### src/rtl/tl_pkg.sv
// tl_pkg: light encodings and default sensor parameters shared with the controller
package tl_pkg;
  localparam logic [1:0] GREEN = 2'b00;
  localparam logic [1:0] YELLOW = 2'b01;
  localparam logic [1:0] RED = 2'b10;
  localparam logic [1:0] ILLEGAL = 2'b11;
  localparam int QW_DEF = 4;
  localparam int DEPART_CYC_DEF = 2;
endpackage

### src/rtl/tl_lane.sv
// tl_lane: per-street vehicle queue with green-time departure timer and sticky saturation flag
module tl_lane
  import tl_pkg::*;
#(
  parameter int QW = QW_DEF,
  parameter int DEPART_CYC = DEPART_CYC_DEF
) (
  input  logic          clk,
  input  logic          reset_n,
  input  logic          arr,
  input  logic [1:0]    light,
  output logic [QW-1:0] q,
  output logic          dep,
  output logic          sat
);
  logic [3:0] t;
  logic go, fire, full;
  always_comb begin
    go = light == GREEN && q != '0;
    fire = go && t == 4'(DEPART_CYC - 1);
    full = q == '1;
  end
  always_ff @(posedge clk) begin
    if (!reset_n) begin
      q <= '0;
      t <= '0;
      dep <= 1'b0;
      sat <= 1'b0;
    end else begin
      t <= (go && !fire) ? t + 4'd1 : 4'd0;
      dep <= fire;
      q <= (arr && !fire) ? (full ? q : q + 1'b1) : (!arr && fire) ? q - 1'b1 : q;
      sat <= sat | (arr && !fire && full);
    end
  end
endmodule

### src/rtl/tl_sensor.sv
// tl_sensor: two-street traffic sensor feeding presence flags to the light controller
module tl_sensor
  import tl_pkg::*;
#(
  parameter int QW = QW_DEF,
  parameter int DEPART_CYC = DEPART_CYC_DEF
) (
  input  logic          clk,
  input  logic          reset_n,
  input  logic          arr_a,
  input  logic          arr_b,
  input  logic [1:0]    La,
  input  logic [1:0]    Lb,
  output logic          Ta,
  output logic          Tb,
  output logic [QW-1:0] qa,
  output logic [QW-1:0] qb,
  output logic          dep_a,
  output logic          dep_b,
  output logic          ovf,
  output logic          err
);
  logic sat_a, sat_b;
  tl_lane #(.QW(QW), .DEPART_CYC(DEPART_CYC)) u_lane_a (
    .clk(clk), .reset_n(reset_n), .arr(arr_a), .light(La), .q(qa), .dep(dep_a), .sat(sat_a)
  );
  tl_lane #(.QW(QW), .DEPART_CYC(DEPART_CYC)) u_lane_b (
    .clk(clk), .reset_n(reset_n), .arr(arr_b), .light(Lb), .q(qb), .dep(dep_b), .sat(sat_b)
  );
  always_ff @(posedge clk) begin
    if (!reset_n) err <= 1'b0;
    else err <= err | (La == GREEN && Lb == GREEN) | La == ILLEGAL | Lb == ILLEGAL;
  end
  always_comb begin
    Ta = qa != '0;
    Tb = qb != '0;
    ovf = sat_a | sat_b;
  end
endmodule

### config.mk
export PLATFORM = sky130hd
export DESIGN_NAME = tl_sensor
export DESIGN_NICKNAME = d
export VERILOG_FILES = /design/src/rtl/tl_pkg.sv /design/src/rtl/tl_lane.sv /design/src/rtl/tl_sensor.sv
export SDC_FILE = /design/constraint.sdc
export NUM_CORES = 1
export LEC_CHECK = 0
export ABC_AREA = 1
export CORE_UTILIZATION = 51
export CTS_CLUSTER_SIZE = 14
export DETAILED_ROUTE_END_ITERATION = 6
export MAX_ROUTING_LAYER = met4
export PLACE_DENSITY = 0.82
export RECOVER_POWER = 50
export SKIP_LAST_GASP = 1
export SLEW_MARGIN = 20
export SYNTH_ARGS = -nofsm -noshare
export SYNTH_HDL_FRONTEND = slang
export SYNTH_HIERARCHICAL = 1
export SYNTH_SLANG_ARGS = --single-unit
### constraint.sdc
create_clock -name clk -period 2.4 [get_ports clk]
set_input_delay 0.72 -clock clk [delete_from_list [all_inputs] [get_ports clk]]
set_output_delay 0.72 -clock clk [all_outputs]
set_load 0.01 [all_outputs]
==> Word-level counts from Yosys, hierarchy flattened <==
Cells that the tools add are included.
{ "totals": {"regBits": 21, "latchBits": 0, "ram_bits": 0, "romBits": 0, "input_bits": 8, "mem_count": 0} }
{ "classes": {"add_sub_neg": 6, "n_mul": 0, "div_mod_pow": 0, "order_cmp": 0, "n_eq_ne": 8, "n_shift": 0, "muxes": 6, "bitwise": 6, "n_reduce_logical": 27} }
{ "ops": {"columns": ["cell", "n"], "rows": [
  ["$mux 4", 6],
  ["$add 4x1->4 const B", 4],
  ["$logic_and 1x1->1", 13],
  ["$eq 4x1->1 const B", 2],
  ["$eq 4x4->1 const B", 2],
  ["$reduce_and 2->1", 4],
  ["$reduce_bool 4->1", 2],
  ["$sub 4x1->4 const B", 2],
  ["$or 1x1->1", 6],
  ["$eq 2x2->1 const B", 2],
  ["$logic_not 1->1", 4],
  ["$logic_not 2->1", 2],
  ["$ne 2x2->1 const B", 2],
  ["$reduce_bool 2->1", 2]
]} }

==> Logic depth before layout (Yosys ltp) <==
{ "logic_depth": {"word_depth": 7, "ltp_mapped": 16, "depth_no_buf": 16} }

==> By module <==
Netlist, hierarchy kept.
{ "modules_own_cells": {"columns": ["module", "instances", "cells_each", "area_per_inst_um2", "seq_area_each_um2"], "rows": [
  ["tl_lane", 2, 70, 559.3, 200.2],
  ["tl_sensor", 1, 22, 102.6, 20.0]
]} }

==> Worst setup path after synthesis <==
No wires, ideal clock.
{ "synth_path": {"path_kind": "input-to-reg", "from": "input port La[1]", "to": "register u_lane_a.q[3]", "arrival_time_ps": 1934, "t_required_ps": 2287, "slack_ps": 353, "path_stages": 12, "path_buffers": 0, "cell_sequence": "nor2_1 nand3_2 nand2_2 ha_1 nand2_1 nand2_1 nor2_1 nand3_1 nand2_2 nor2_2 nor2_1 nor2_1"} }
{ "synth_via": {"elab_chain_len": 7, "elab_cells_between_ends": 10} }
{ "synth_rtl": {"columns": ["element", "line_no", "text"], "rows": [
  ["from (decl)", "tl_sensor.sv:12", "input logic [1:0] La,"],
  ["$logic_not 2->1 *", "tl_lane.sv:19", "go = light == GREEN && q != '0;"],
  ["$logic_and 1x1->1 *", "tl_lane.sv:19", null],
  ["$logic_and 1x1->1 *", "tl_lane.sv:20", "fire = go && t == 4'(DEPART_CYC - 1);"],
  ["$logic_not 1->1", "tl_lane.sv:32", "q <= (arr && !fire) ? (full ? q : q + 1'b1) : (!arr && fire) ? q - 1'b1 : q;"],
  ["$logic_and 1x1->1", "tl_lane.sv:32", null],
  ["$ne 2x2->1 (no source line) / $reduce_bool 2->1 (equally long branches)", null, null],
  ["$reduce_and 2->1 (no source line)", null, null],
  ["to (signal assigned)", "tl_lane.sv:32", null],
  ["to (decl)", "tl_lane.sv:12", "output logic [QW-1:0] q,"]
]} }
Every way passes the cells marked *; elsewhere a longest branch is shown, timed or not.
A chain may end at the register's enable or synchronous reset.

==> Worst setup path after layout <==
{ "layout_path": {"from": "input port Lb[1]", "to": "register u_lane_b.q[3]"} }
{ "layout_via": {"elab_chain_len": 7, "elab_cells_between_ends": 10} }
{ "layout_rtl": {"columns": ["element", "line_no", "text"], "rows": [
  ["from (decl)", "tl_sensor.sv:13", "input logic [1:0] Lb,"],
  ["$logic_not 2->1 *", "tl_lane.sv:19", null],
  ["$logic_and 1x1->1 *", "tl_lane.sv:19", null],
  ["$logic_and 1x1->1 *", "tl_lane.sv:20", null],
  ["$logic_not 1->1", "tl_lane.sv:32", null],
  ["$logic_and 1x1->1", "tl_lane.sv:32", null],
  ["$ne 2x2->1 (no source line) / $reduce_bool 2->1 (equally long branches)", null, null],
  ["$reduce_and 2->1 (no source line)", null, null],
  ["to (signal assigned)", "tl_lane.sv:32", null],
  ["to (decl)", "tl_lane.sv:12", null]
]} }
Marked as above.

==> reports/metrics.yaml <==
final_util: 0.7104
ctsHtreeMaxLevel: 1
die_h_um: 50.94
synth_compound_area_frac: 0.04508
wire_per_inst_um: 11.06
synth_mux_area_frac: 0
drt-initial-drc-count: 38
core_area_um2: 2233
instances_no_fill: 229
peakVddDrop_v: 0.0003922
syn-cell-area_um2: 1221
fin_crit_sh: 0.9577
clock_sinks: 21
fp-row-count: 17
viasPerCell: 4.939
synth-xor-area-share: 0.04303
cts_hold_repair.buffers: 0
grt_usage: 0.2278
end_kind: "flip-flop"
place.gp.congestion: 0.9500
skew_ns: 0.01165
drc: 0
start_util: 0.5468
synth_top_family_by_area: "simple AND/OR/NAND/NOR gates"
yosysWarnings: 6
synth.avg_cell_area_um2: 7.538
slew_headroom: 0.8076
grt_pass1_vias: 1069
crit_chain: "clkdlybuf4s50_1 -> nor2_2 -> nand3_2 -> nand2_2 -> ha_1 -> nand2_1 -> nand2_1 -> nor2_1 -> inv_1 -> nand2_1 -> nand2_2 -> nor2_2 -> nor2_1 -> nor2_1"
ys_seq_elements: 21
die_w_um: 50.94
final-hold-violation-count: 0
layout_min_cycle_time_ns: 2.298
ant_nets: 0
ys_async_sr_fraction: 0
synthCells: 162
power_density_nw_per_um2: 514.2
syn_nets: 180
yosysUniqueCellTypes: 22
fmaxAchievable_mhz: 435.1
total_power_uw: 815.8
arrival_ns: 2.54
dp.cells: 224
cts_tree: "yes"
grt_pass1_wl_mm: 4.319
port_buffers: 21
finalSetupViolations: 0
clock_path_buffers: 2
cts-buffers-inserted: 3
path_clk_slew_ns: 0.12
worstMarginPinSlew_ns: 0.2882
root_buffer: "clkbuf_4"
synth_top_cell_area_share: 0.3443
cp_slowest_cell: "clkdlybuf4s50_1"
status: "finished clean"
n_antenna_cell: 0
clk_latency_ns: 0.31
synth-edff-count: 0
path_class: "input pin to flip-flop"
rsz0062_at_grt: "false"
maxCapViolCount: 0
drt-total-wl_mm: 2.533
cp_top_family: "simple AND/OR/NAND/NOR gates"
place_ws_ns: -0.2587
io_pins: 22
synth_area_leader_cell: "dfxtp_1"
syn2layout_area_growth_pct: 29.92
leakage_nw: 0.7520
synth.top_cells.by_count: "39 x nor2_1, 24 x nand2_1, 21 x dfxtp_1, 18 x inv_1, 8 x ha_1"
synth_top_flop_cell: "dfxtp_1"
synth-simple-area-share: 0.3811
dieArea_um2: 2594
required_ns: 2.65
n_fill_cell: 186
cp-start-kind: "input pin"
setup_slack_ns: 0.1016
synth_most_common_cell: "nor2_1"
hold_path.class: "flip-flop to flip-flop"
ys_seq_area_frac: 0.3443
yosys.area_share.adder: 0.1148
cp_max_fo: 3
drive_above_1_share: 0.1990
layout.nets: 220
drt_pass1_iterations: 4
overflow: 0
final-max-slew-violation-count: 0
worstPathBufferInverterCount: 2
slowest_delay_ns: 0.47
grt_max_degree: 12
dp_hpwl_mm: 2.032
synth_area_leaders: "dfxtp_1 34%, nor2_1 12%, ha_1 8.2%, nand2_1 7.4%, inv_1 5.5%"
hold_slack_ns: 0.4750
vias: 1131
antenna_found_initial: 0
==> final timing paths <==
check / startpoint / to / slack [ns] / cells after the start
worst max-delay path: Lb[1] / u_lane_b/q[3] / 0.10 / 14
worst min-delay path: u_lane_b/sat / u_lane_b/sat / 0.47 / 1
worst max register to register: u_lane_a/t[0] / u_lane_a/q[3] / 0.41 / 15
worst min register to register: u_lane_b/sat / u_lane_b/sat / 0.47 / 1
==> what timing repair did <==
action | in CTS | in global routing
buffers inserted | 0 | 1
setup endpoints to repair | 0 | 1
gates resized for setup | 0 | 2
endpoints found under the hold margin | 0 | 0
==> routing by layer <==
| metal | vias up | share of wire | global-route usage |
|---|---|---|---|
| li1 | 581 | - | - |
| met1 | 506 | 0.43 | 0.2644 |
| met2 | 40 | 0.50 | 0.3838 |
| met3 | 4 | 0.049 | 0.02679 |
| met4 | 0 | 0.012 | 0.1204 |
| met5 | - | 0 | - |
==> state kept, by name (all words and copies together), names as in the netlist <==
register      cells
u_lane_a/dep      1
u_lane_b/t        4
u_lane_b/dep      1
err               1
u_lane_b/sat      1
u_lane_b/q        4
u_lane_a/t        4
u_lane_a/q        4
u_lane_a/sat      1
==> report_power, final <==
group / internal (mW) / switching (mW)
registers: 0.368 / 0.0313
clock network: 0.0649 / 0.107
logic: 0.126 / 0.119
total: 0.558 / 0.258
==> cell usage in the layout, fill, tap and decap left out, types with 3 or more instances in the layout <==
cell type | synthesis | layout
nand3_2 | 6 | 5
nor2_1 | 39 | 38
nand3_1 | 5 | 6
a21oi_1 | 4 | 4
dfxtp_1 | 21 | 21
xor2_1 | 4 | 4
inv_1 | 18 | 18
buf_4 | 0 | 11
clkdlybuf4s50_1 | 0 | 18
o21ai_0 | 4 | 4
nand4_1 | 4 | 4
ha_1 | 8 | 8
clkbuf_4 | 0 | 5
nand2_2 | 6 | 6
nor2_2 | 2 | 3
nand2_1 | 24 | 25
==> cell type report <==
cell class	count	area [µm²]	share of cell area
multi-input combinational	119	703.2	0.4432
sequential	21	420.4	0.2650
timing repair buffer	35	314.1	0.1979
inverter	22	87.58	0.05521
tap	28	35.03	0.02208
clock buffer	4	26.28	0.01656
==> per-stage QoR <==
| stage | TNS [ns] | cell area (µm²) |
|---|---|---|
| finish | 0 | 1587 |
| global route | 0 | 1587 |
| CTS | 0 | 1590 |
| detailed placement | -0.4816 | 1564 |
| global placement | -0.1771 | 1564 |
| floorplan | 0 | 1221 |
==> kinds of logic after synthesis <==
logic type | Yosys count
fa+ha+maj | 10
simple gates | 93
flops | 21
buf+inv | 22
xor+xnor | 6
compound gates | 10
No activity file was read; power rests on OpenSTA's default activity.
==> patch 1: new RTL, config.mk and constraints unchanged <==
`QW_DEF`: 4 -> 8.
--- a/src/rtl/tl_pkg.sv
+++ b/src/rtl/tl_pkg.sv
@@ -4,7 +4,7 @@
   localparam logic [1:0] YELLOW = 2'b01;
   localparam logic [1:0] RED = 2'b10;
   localparam logic [1:0] ILLEGAL = 2'b11;
-  localparam int QW_DEF = 4;
+  localparam int QW_DEF = 8;
   localparam int DEPART_CYC_DEF = 2;
 endpackage
 
Interface: changed (resized qa and qb); port bits go from 22 to 30. No check against the original RTL was run, so the function may have changed too.
==> patch 1 against the original RTL <==
Synthesized area is 62% higher. Setup slack worse by 0.046 ns. Sequential cell count grew 8. Worst hold slack got worse by 0.032 ns. Design area grew 87%. Die area rose by 59%. Total power increased by 110%. Synthesized cell count increased by 67%. Maximum frequency is 2.0% lower. Wire length increased by 130%.
==> patch 1: results (changes against the original RTL) <==
* Sequential share of power at 32.7% (was 48.9%)
* Area contributors post-synth: sky130_fd_sc_hd__dfxtp_1 29%, sky130_fd_sc_hd__ha_1 10%, sky130_fd_sc_hd__nand2_1 8.3% (was sky130_fd_sc_hd__dfxtp_1 34%, sky130_fd_sc_hd__nor2_1 12%, sky130_fd_sc_hd__ha_1 8.2%)
* Met2 capacity usage during global routing at 49.6% (was 38.4%)
* Post-synthesis average cell area at 7.33 sq um (was 7.54 sq um)
* Vias in the first global route at 2,006 (was 1,069)
* Post-place setup slack at -0.471 ns (was -0.259 ns)
* Peak fanout along the critical path at 8 (was 3)
* Tightest slew margin relative to the limit at 78.2% (was 80.8%)
* Worst reg2reg startpoint: u_lane_b/t[1]$_SDFF_PN0_ (was u_lane_a/t[0]$_SDFF_PN0_)
* Root cell of the clock tree: sky130_fd_sc_hd__clkbuf_8 (was sky130_fd_sc_hd__clkbuf_4)
* CP max stage delay at 0.34 ns (was 0.47 ns)
* Run status: complete, no violations (unchanged)
* Routed length on met3 at 240 um (was 125 um)
* Via density per instance at 5.11 (was 4.94)
* Met1 track utilization from global routing at 33.6% (was 26.4%)
* Slack of the worst reg-to-reg path at 0.06 ns (was 0.41 ns)
* Combined global-route utilization of all metal layers at 28.9% (was 22.8%)
* CTS Buf Count at 5 (was 3)
* Clock distribution power at 0.396 mW (was 0.172 mW)
* Critical path startpoint category: flop (was primary input)
* Met3 demand-to-capacity share in global routing at 5.18% (was 2.68%)
* Clock latency on the worst-skew pair at 0.29 ns (was 0.31 ns)
* Routed wire length at 5830 um (was 2530 um)
* Non-filler cells in the finished layout at 413 (was 229)
* H-tree lvl count at 2 (was 1)
* Ranking of synthesized cells by instance count: 44 x sky130_fd_sc_hd__nand2_1, 41 x sky130_fd_sc_hd__nor2_1, 40 x sky130_fd_sc_hd__inv_1 (was 39 x sky130_fd_sc_hd__nor2_1, 24 x sky130_fd_sc_hd__nand2_1, 21 x sky130_fd_sc_hd__dfxtp_1)
* Leakage Power at 1.44 nW (was 0.752 nW)
* Detailed-routing wirelength on met1 at 2420 um (was 1100 um)
* Arrival time of data at the critical path endpoint at 2.53 ns (was 2.54 ns)
* Final clock skew at 0.00615 ns (was 0.0117 ns)
* Maximum number of pins on one net before global-route repair at 16 (was 12)
* Wire length on met2 at 3080 um (was 1280 um)
* Parity-gate share of the synthesized area counting xor and xnor cells at 6.19% (was 4.30%)
* Detailed Place HPWL at 3570 um (was 2030 um)
* Count of different cell masters after synthesis at 27 (was 22)
* Placed cell count at 392 (was 224)
* Ratio of cells with drive above 1 in the final layout at 30.4% (was 19.9%)
* Sequential element share of the synthesized area at 29.3% (was 34.4%)
* Adder and majority cell fraction of the synthesized area at 12.1% (was 11.5%)
* Complex-gate fraction of the synthesized area at 9.61% (was 4.51%)
* First-pass GRT wire length at 8920 um (was 4320 um)
* Syn nets at 296 (was 180)
* Iter 0 DRT Violations at 155 (was 38)
* Hold Path End: u_lane_a/t[0]$_SDFF_PN0_ (was u_lane_b/sat$_SDFF_PN0_)
-- patch 1: cell types whose count changed after synthesis, sizes merged, moves of 6 or more --
| cell | unedited run | this run |
|---|---|---|
| a21oi | 4 | 16 |
| dfxtp | 21 | 29 |
| nand3 | 11 | 17 |
| ha | 8 | 16 |
| inv | 22 | 40 |
| o21ai | 4 | 12 |
| nand2 | 32 | 50 |
| xor2 | 4 | 10 |
| nand4 | 4 | 12 |
-- patch 1: what timing repair did --
action,CTS,global route
endpoints found under the setup margin,8,8
pin swaps,9,13
gates resized for setup,9,19
setup buffers,10,3
-- patch 1: final cells by class --
| class | count | area (sq um) |
|---|---|---|
| multi-input cells | 199 | 1350 |
| fillers | 232 | 714 |
| inverters | 40 | 150 |
| well taps | 48 | 60.1 |
| flip-flops and latches | 29 | 583 |
| clock inverters | 2 | 10.0 |
| clock buffers | 6 | 72.6 |
| repair buffers | 89 | 744 |
==> patch 2: new RTL, config.mk and constraints unchanged <==
Without the edit above. Add an input register stage for `arr_a`, `arr_b`, `La` and `Lb`, cleared by the reset; this delays them by one clock.
--- a/src/rtl/tl_sensor.sv
+++ b/src/rtl/tl_sensor.sv
@@ -20,16 +20,36 @@
   output logic          ovf,
   output logic          err
 );
+
+  logic arr_a_q;
+  logic arr_b_q;
+  logic [1:0] La_q;
+  logic [1:0] Lb_q;
+
+  always_ff @(posedge clk) begin
+    if (!reset_n) begin
+      arr_a_q <= '0;
+      arr_b_q <= '0;
+      La_q    <= '0;
+      Lb_q    <= '0;
+    end else begin
+      arr_a_q <= arr_a;
+      arr_b_q <= arr_b;
+      La_q    <= La;
+      Lb_q    <= Lb;
+    end
+  end
+
   logic sat_a, sat_b;
   tl_lane #(.QW(QW), .DEPART_CYC(DEPART_CYC)) u_lane_a (
-    .clk(clk), .reset_n(reset_n), .arr(arr_a), .light(La), .q(qa), .dep(dep_a), .sat(sat_a)
+    .clk(clk), .reset_n(reset_n), .arr(arr_a_q), .light(La_q), .q(qa), .dep(dep_a), .sat(sat_a)
   );
   tl_lane #(.QW(QW), .DEPART_CYC(DEPART_CYC)) u_lane_b (
-    .clk(clk), .reset_n(reset_n), .arr(arr_b), .light(Lb), .q(qb), .dep(dep_b), .sat(sat_b)
+    .clk(clk), .reset_n(reset_n), .arr(arr_b_q), .light(Lb_q), .q(qb), .dep(dep_b), .sat(sat_b)
   );
   always_ff @(posedge clk) begin
     if (!reset_n) err <= 1'b0;
-    else err <= err | (La == GREEN && Lb == GREEN) | La == ILLEGAL | Lb == ILLEGAL;
+    else err <= err | (La_q == GREEN && Lb_q == GREEN) | La_q == ILLEGAL | Lb_q == ILLEGAL;
   end
   always_comb begin
     Ta = qa != '0;
Behaviour: not the same (a bounded check fails within 4 cycles, from zero or initial values and one cycle with reset_n low).
==> patch 2 against the original RTL <==
Clock skew down 0.0055 ns. Sequential share of layout area up 6.0 points. Worst hold slack better by 0.0046 ns. Clock power up 10%. Synthesized area up 14%. Wire length down 5.3%. Setup slack better by 0.066 ns. Design area up 4.7%. Combinational power up 9.8%. Sequential cell count up 6. Synthesized cell count up 11%. Total power up 19%.
==> patch 2: results (changes against the original RTL) <==
* Run status: complete, no violations (unchanged)
* Detailed Place HPWL at 1910 um (was 2030 um)
* Via density per instance at 4.89 (was 4.94)
* Total of fill cells in the finished design at 219 (was 186)
* Peak fanout along the critical path at 8 (was 3)
* Maximum vdd drop at 0.000395 V (was 0.000392 V)
* Routability cong. at 0.828 (was 0.950)
* First-pass GRT wire length at 4060 um (was 4320 um)
* Ratio of cells with drive above 1 in the final layout at 13.1% (was 19.9%)
* Sequential share of power at 52.9% (was 48.9%)
* Sequential element share of the synthesized area at 39.0% (was 34.4%)
* Slack of the worst reg-to-reg path at 0.30 ns (was 0.41 ns)
* R2r worst-path depth at 14 (was 15)
* Number of cells produced by synthesis at 180 (was 162)
* Tightest Pin Transition at 0.377 ns (was 0.288 ns)
* Capturing instance or port of the critical path: Ta (was u_lane_b/q[3]$_SDFFE_PN0P_)
* Number of nets at the end of the flow at 225 (was 220)
* Startpoint of the worst setup timing path: u_lane_a/q[0]$_SDFFE_PN0P_ (was Lb[1])
* Parity-gate share of the synthesized area counting xor and xnor cells at 3.79% (was 4.30%)
* Leakage Power at 0.763 nW (was 0.752 nW)
* Clock share of power at 19.5% (was 21.1%)
* Iter 0 DRT Violations at 23 (was 38)
* Area contributors post-synth: sky130_fd_sc_hd__dfxtp_1 39%, sky130_fd_sc_hd__nor2_1 11%, sky130_fd_sc_hd__nand2_1 8.1% (was sky130_fd_sc_hd__dfxtp_1 34%, sky130_fd_sc_hd__nor2_1 12%, sky130_fd_sc_hd__ha_1 8.2%)
* Complex-gate fraction of the synthesized area at 3.97% (was 4.51%)
* Hold Path End: u_lane_a/sat$_SDFF_PN0_ (was u_lane_b/sat$_SDFF_PN0_)
* Combined global-route utilization of all metal layers at 19.8% (was 22.8%)
* Adder and majority cell fraction of the synthesized area at 10.1% (was 11.5%)
## patch 2: cell count changes after synthesis, sizes merged
cell   before  now
inv        22   28
dfxtp      21   27
nand2      32   38
## patch 2: final cells by class
type                            instances  area [sq um]  share of cell area (%)
Inverter                               28           110                    6.63
Clock buffer                            4          26.3                    1.58
Timing Repair Buffer                   22           214                    12.9
Tap cell                               30          37.5                    2.26
Multi-Input combinational cell        125           733                    44.1
Sequential cell                        27           541                    32.5
## patch 2: per-layer routing
layer / global-route usage, % / share of wire, % / vias up
met5: - / 0 / -
met4: 11.1 / 2.1 / 0
met3: 3.39 / 3.3 / 5
met2: 32.3 / 50 / 22
met1: 22.7 / 44 / 522
li1: - / - / 604
## patch 2: metrics by stage
step                worst slack [ns]  hold slack, ns  util, %  power (mW)
floorplan                      0.554           0.432        -       0.694
global placement               0.441           0.444     65.1       0.782
detailed placement             0.326           0.453     65.1       0.796
CTS                            0.143           0.486     66.1       0.989
global route                  0.0567           0.504     65.9        1.05
finish                         0.168           0.480     65.9       0.974
